<file path="src/rtl/div_unit.sv">
// Multi-cycle radix-2 restoring divider for DIV/DIVU; returns {remainder, quotient}
// for the HI/LO write, one quotient bit per cycle.
module div_unit #(
   parameter int WIDTH = 32
) (
   input  logic               clk,
   input  logic               rst,
   input  logic               signed_div_i,
   input  logic [WIDTH-1:0]   opdata1_i,
   input  logic [WIDTH-1:0]   opdata2_i,
   input  logic               start_i,
   input  logic               annul_i,
   output logic [2*WIDTH-1:0] result_o,
   output logic               ready_o
);

   localparam int CNT_W = $clog2(WIDTH);

   typedef enum logic [1:0] {FREE, BYZERO, ON, END} state_t;

   state_t             state, state_nxt;
   logic [CNT_W-1:0]   cnt, cnt_nxt;
   logic [WIDTH-1:0]   rem, rem_nxt;
   logic [WIDTH-1:0]   dvd, dvd_nxt;
   logic [WIDTH-1:0]   dsr, dsr_nxt;
   logic               neg_q, neg_q_nxt;
   logic               neg_r, neg_r_nxt;
   logic [2*WIDTH-1:0] result_nxt;
   logic               ready_nxt;

   logic [WIDTH:0]     part;
   logic               fits;
   logic [WIDTH-1:0]   quo_step, rem_step, quo_fin, rem_fin;

   // Two's-complement magnitude; 0x80..0 maps to itself as an unsigned value.
   function automatic logic [WIDTH-1:0] mag(input logic [WIDTH-1:0] v);
      return v[WIDTH-1] ? -v : v;
   endfunction

   always_ff @(posedge clk or negedge rst) begin
      if (!rst) begin
         state    <= FREE;
         cnt      <= '0;
         rem      <= '0;
         dvd      <= '0;
         dsr      <= '0;
         neg_q    <= 1'b0;
         neg_r    <= 1'b0;
         result_o <= '0;
         ready_o  <= 1'b0;
      end else begin
         state    <= state_nxt;
         cnt      <= cnt_nxt;
         rem      <= rem_nxt;
         dvd      <= dvd_nxt;
         dsr      <= dsr_nxt;
         neg_q    <= neg_q_nxt;
         neg_r    <= neg_r_nxt;
         result_o <= result_nxt;
         ready_o  <= ready_nxt;
      end
   end

   always_comb begin
      // One restoring step: the dividend MSB shifts into the partial remainder.
      part     = {rem, dvd[WIDTH-1]};
      fits     = part >= {1'b0, dsr};
      quo_step = {dvd[WIDTH-2:0], fits};
      rem_step = fits ? (part[WIDTH-1:0] - dsr) : part[WIDTH-1:0];
      quo_fin  = neg_q ? -quo_step : quo_step;
      rem_fin  = neg_r ? -rem_step : rem_step;

      state_nxt  = state;
      cnt_nxt    = cnt;
      rem_nxt    = rem;
      dvd_nxt    = dvd;
      dsr_nxt    = dsr;
      neg_q_nxt  = neg_q;
      neg_r_nxt  = neg_r;
      result_nxt = '0;
      ready_nxt  = 1'b0;

      unique case (state)
         FREE: begin
            if (start_i && !annul_i) begin
               if (opdata2_i == '0) begin
                  state_nxt = BYZERO;
               end else begin
                  state_nxt = ON;
                  cnt_nxt   = '0;
                  rem_nxt   = '0;
                  if (signed_div_i) begin
                     dvd_nxt   = mag(opdata1_i);
                     dsr_nxt   = mag(opdata2_i);
                     neg_q_nxt = opdata1_i[WIDTH-1] ^ opdata2_i[WIDTH-1];
                     neg_r_nxt = opdata1_i[WIDTH-1];
                  end else begin
                     dvd_nxt   = opdata1_i;
                     dsr_nxt   = opdata2_i;
                     neg_q_nxt = 1'b0;
                     neg_r_nxt = 1'b0;
                  end
               end
            end
         end
         BYZERO: begin
            state_nxt = END;
            ready_nxt = 1'b1;
         end
         ON: begin
            if (annul_i) begin
               state_nxt = FREE;
            end else begin
               rem_nxt = rem_step;
               dvd_nxt = quo_step;
               cnt_nxt = cnt + 1'b1;
               if (cnt == CNT_W'(WIDTH - 1)) begin
                  state_nxt  = END;
                  result_nxt = {rem_fin, quo_fin};
                  ready_nxt  = 1'b1;
               end
            end
         end
         END: begin
            if (start_i) begin
               result_nxt = result_o;
               ready_nxt  = 1'b1;
            end else begin
               state_nxt = FREE;
            end
         end
         default: state_nxt = FREE;
      endcase
   end

endmodule

</file>
<file path="config.mk">
export PLATFORM = sky130hd
export DESIGN_NAME = div_unit
export DESIGN_NICKNAME = d
export VERILOG_FILES = /design/src/rtl/div_unit.sv
export SDC_FILE = /design/constraint.sdc
export NUM_CORES = 1
export LEC_CHECK = 0
export CORE_MARGIN = 1.5
export CORE_UTILIZATION = 60
export CTS_CLUSTER_SIZE = 30
export DETAILED_ROUTE_END_ITERATION = 6
export PLACE_DENSITY = 0.91
export SETUP_SLACK_MARGIN = 0.2
export SLEW_MARGIN = 20
export SYNTH_ARGS = -nofsm -noshare
export SYNTH_HDL_FRONTEND = slang
export SYNTH_SLANG_ARGS = --single-unit
</file>
<file path="constraint.sdc">
create_clock -name clk -period 12.6 [get_ports clk]
set_input_delay 1.89 -clock clk [delete_from_list [all_inputs] [get_ports clk]]
set_output_delay 1.89 -clock clk [all_outputs]
set_load 0.05 [all_outputs]
</file>
==> results.tsv <==
metric	value	unit
worst setup margin	6.20	ns
Wirelength per Cell	18.8	um
Leak	5.96	nW
Post-synth EDFFs	0	
Num CTS Buffers	17	
total wire length	34500	um
post-CTS sizing	0	
HPWL Detailed	25000	um
Via density	6.34	
Post-Synthesis Net Count	1595	
Avg Cell Area, Syn	8.05	um2
status	complete, no violations	
Max Freq	0.156	GHz
Starting Density	61.3	%
remaining antenna violation count after routing	0	
Starting DRT DRC Count	1171	
first-pass GRT wire length	54900	um
asr flop ratio synth	100	%
RD Place Congestion	1.02	
First-pass DRT Iterations	6	
Final Hold Fails	0	
worst skew pair latency	0.43	ns
Max VDD drop	0.000109	V
Core Area	19500	um2
Synth Instances	1487	
Post-Place Setup Slack	5.94	ns
Worst Tran Pin Value	1.12	ns
Setup CP Type	reg -> reg	
ANT cells	0	
Period minus WS final	6.40	ns
clk sink count	170	
Synth Register Bits	170	
Tot Pwr	1.59	mW
setup TNS	0	ns
Filler cells	1550	
num ports	134	
fin nets	1672	
share of post-route cells with drive strength above 1	4.64	%
Synth Cell Area	12000	um2
Seq/Total Area, Yosys	35.5	%
max_slew headroom	24.8	%
vias	11700	
CTS H-tree depth	4	
largest net degree at the start of global routing	103	
Tcrit/Tclk final	50.8	%
Register Area	4250	um2
clk buf depth	2	
pwr dens	114	nW/um2
DRC	0	
max cap viols	0	
CP Data Arrival Time	6.70	ns
global route overflow	0	
die height	144	um
Setup crit start kind	flop	
full die area	20800	um2
Synth cell types	84	
multi-input logic area	7190	um2
GRT Overall Usage	33.5	%
Syn. warnings	0	
Final Setup Violations	0	
port buffer count	133	
Post-CTS Hold Fix Bufs	0	
Root Driver	clkbuf_16	
CP required	12.89	ns
CP Capture Type	flop	
Slew Limit Fails	0	
clock skew	0.00623	ns
initial antenna violation count	0	
Die Wd	144	um
Setup Buffers After CTS	0	
Reg clk slew, reported paths	0.07	ns
Critical Path Fanout Max	46	
ys flop type	dfrtp_1	
vias in the first global route	10900	
Hold Path Class	reg -> reg	
CTS tree	built	
final cell utilization of the core	71.5	%
area added between synthesis and finish	16.6	%
RSZ-0062 raised after global routing	no	
FP Rows	51	
-- worst max-delay path: stages, from the launching register on --
cell and delay (ns):
dfrtp_1 0.43, ha_1 0.53, nand3_1 0.27, nor4_1 0.52, a21oi_1 0.21, o221a_2 0.37, nand2_4 0.45, inv_4 0.32
mux2i_1 0.34, ha_1 0.28, nand3_1 0.10, mux2_2 0.29, a2111oi_2 0.38, nand4bb_1 0.27, o41ai_2 0.31, and4_1 0.32
nand4_1 0.27, o41ai_2 0.32, xor2_1 0.18, o21ai_1 0.08
-- registers in the layout, indices dropped and copies added, names as in the netlist --
register  count
cnt           5
neg_r         1
neg_q         1
ready_o       1
state         2
result_o     64
dvd          32
dsr          32
rem          32
-- cell type report --
type / count / area share (%)
multi-input cells: 1176 / 51.5
flip-flops and latches: 170 / 30.5
repair buffers: 138 / 9.82
clock buffers: 19 / 3.17
well taps: 265 / 2.38
inverters: 61 / 1.66
clock inverters: 10 / 1.02
-- cells by family after synthesis --
group	synth area share, %
compound gates	24.3
xor+xnor	9.95
fa+ha+maj	4.14
buf+inv	4.68
flops	35.5
mux	1.81
simple gates	19.6
-- path summary, 6_finish.rpt --
| check | startpoint | endpoint | slack (ns) | cells after the start |
|---|---|---|---|---|
| worst max-delay path | rem[26]$_DFFE_PN0P_ | result_o[62]$_DFFE_PN0N_ | 6.20 | 19 |
| worst min-delay path | result_o[38]$_DFFE_PN0N_ | result_o[38]$_DFFE_PN0N_ | 0.48 | 2 |
| worst max register to register | rem[26]$_DFFE_PN0P_ | result_o[62]$_DFFE_PN0N_ | 6.20 | 19 |
| worst min register to register | result_o[38]$_DFFE_PN0N_ | result_o[38]$_DFFE_PN0N_ | 0.48 | 2 |
| max in group asynchronous | rst | dsr[27]$_DFFE_PN0P_ | 9.53 | 2 |
| min in group asynchronous | rst | result_o[25]$_DFFE_PN0N_ | 1.55 | 1 |
-- cell usage after synthesis (14+ instances only) --
cell	n	share of area, %
or4_1	14	0.88
nor4_1	16	0.84
dfrtp_1	170	36
inv_1	60	1.9
clkbuf_1	57	1.8
xor2_1	75	5.5
nor2_1	126	4.0
ha_1	38	4.0
mux2i_1	16	1.3
nand3_1	14	0.59
nor3_1	24	1.0
xnor2_1	61	4.5
a21oi_1	134	5.6
o21ai_0	188	7.9
or3_1	23	1.2
o31ai_1	24	1.5
nand2_1	210	6.6
a21o_1	16	1.0
-- metal layers --
layer	global-route usage, %	up-vias	wire length (um)
li1	-	5432	-
met1	43.7	5508	14200
met2	54.7	577	16500
met3	4.27	134	2210
met4	17.2	0	1680
met5	0	-	0
-- power by group --
part	switching [mW]	internal, mW
sequential	0.0442	0.587
combinational	0.259	0.159
clock	0.226	0.316
-- layout by cell type, fill, tap and decap left out, types with 9 or more instances in the layout --
cell,count
a21o_1,16
nor4_1,16
nor3_1,24
nand4_1,12
o41ai_1,9
and3_1,11
dfrtp_1,170
xnor2_1,61
o211ai_1,13
o31ai_1,24
ha_1,38
nor2_1,124
clkbuf_16,17
or4_1,13
xor2_1,75
a21oi_1,134
nand2_1,209
o21ai_0,188
mux2i_1,16
o21ai_1,11
clkdlybuf4s50_1,132
or3_1,23
nand3_1,14
inv_1,60
-- per-stage QoR --
stage                     std cells  hold slack, ns  cell area [um2]
after global placement         1810           0.459            13400
after CTS                      1839           0.483            13900
after global routing           1839           0.497            14000
final                          1839           0.477            14000
after detailed placement       1810           0.469            13400
after floorplan                1487           0.443            12000
(Power assumes the default switching activity.)
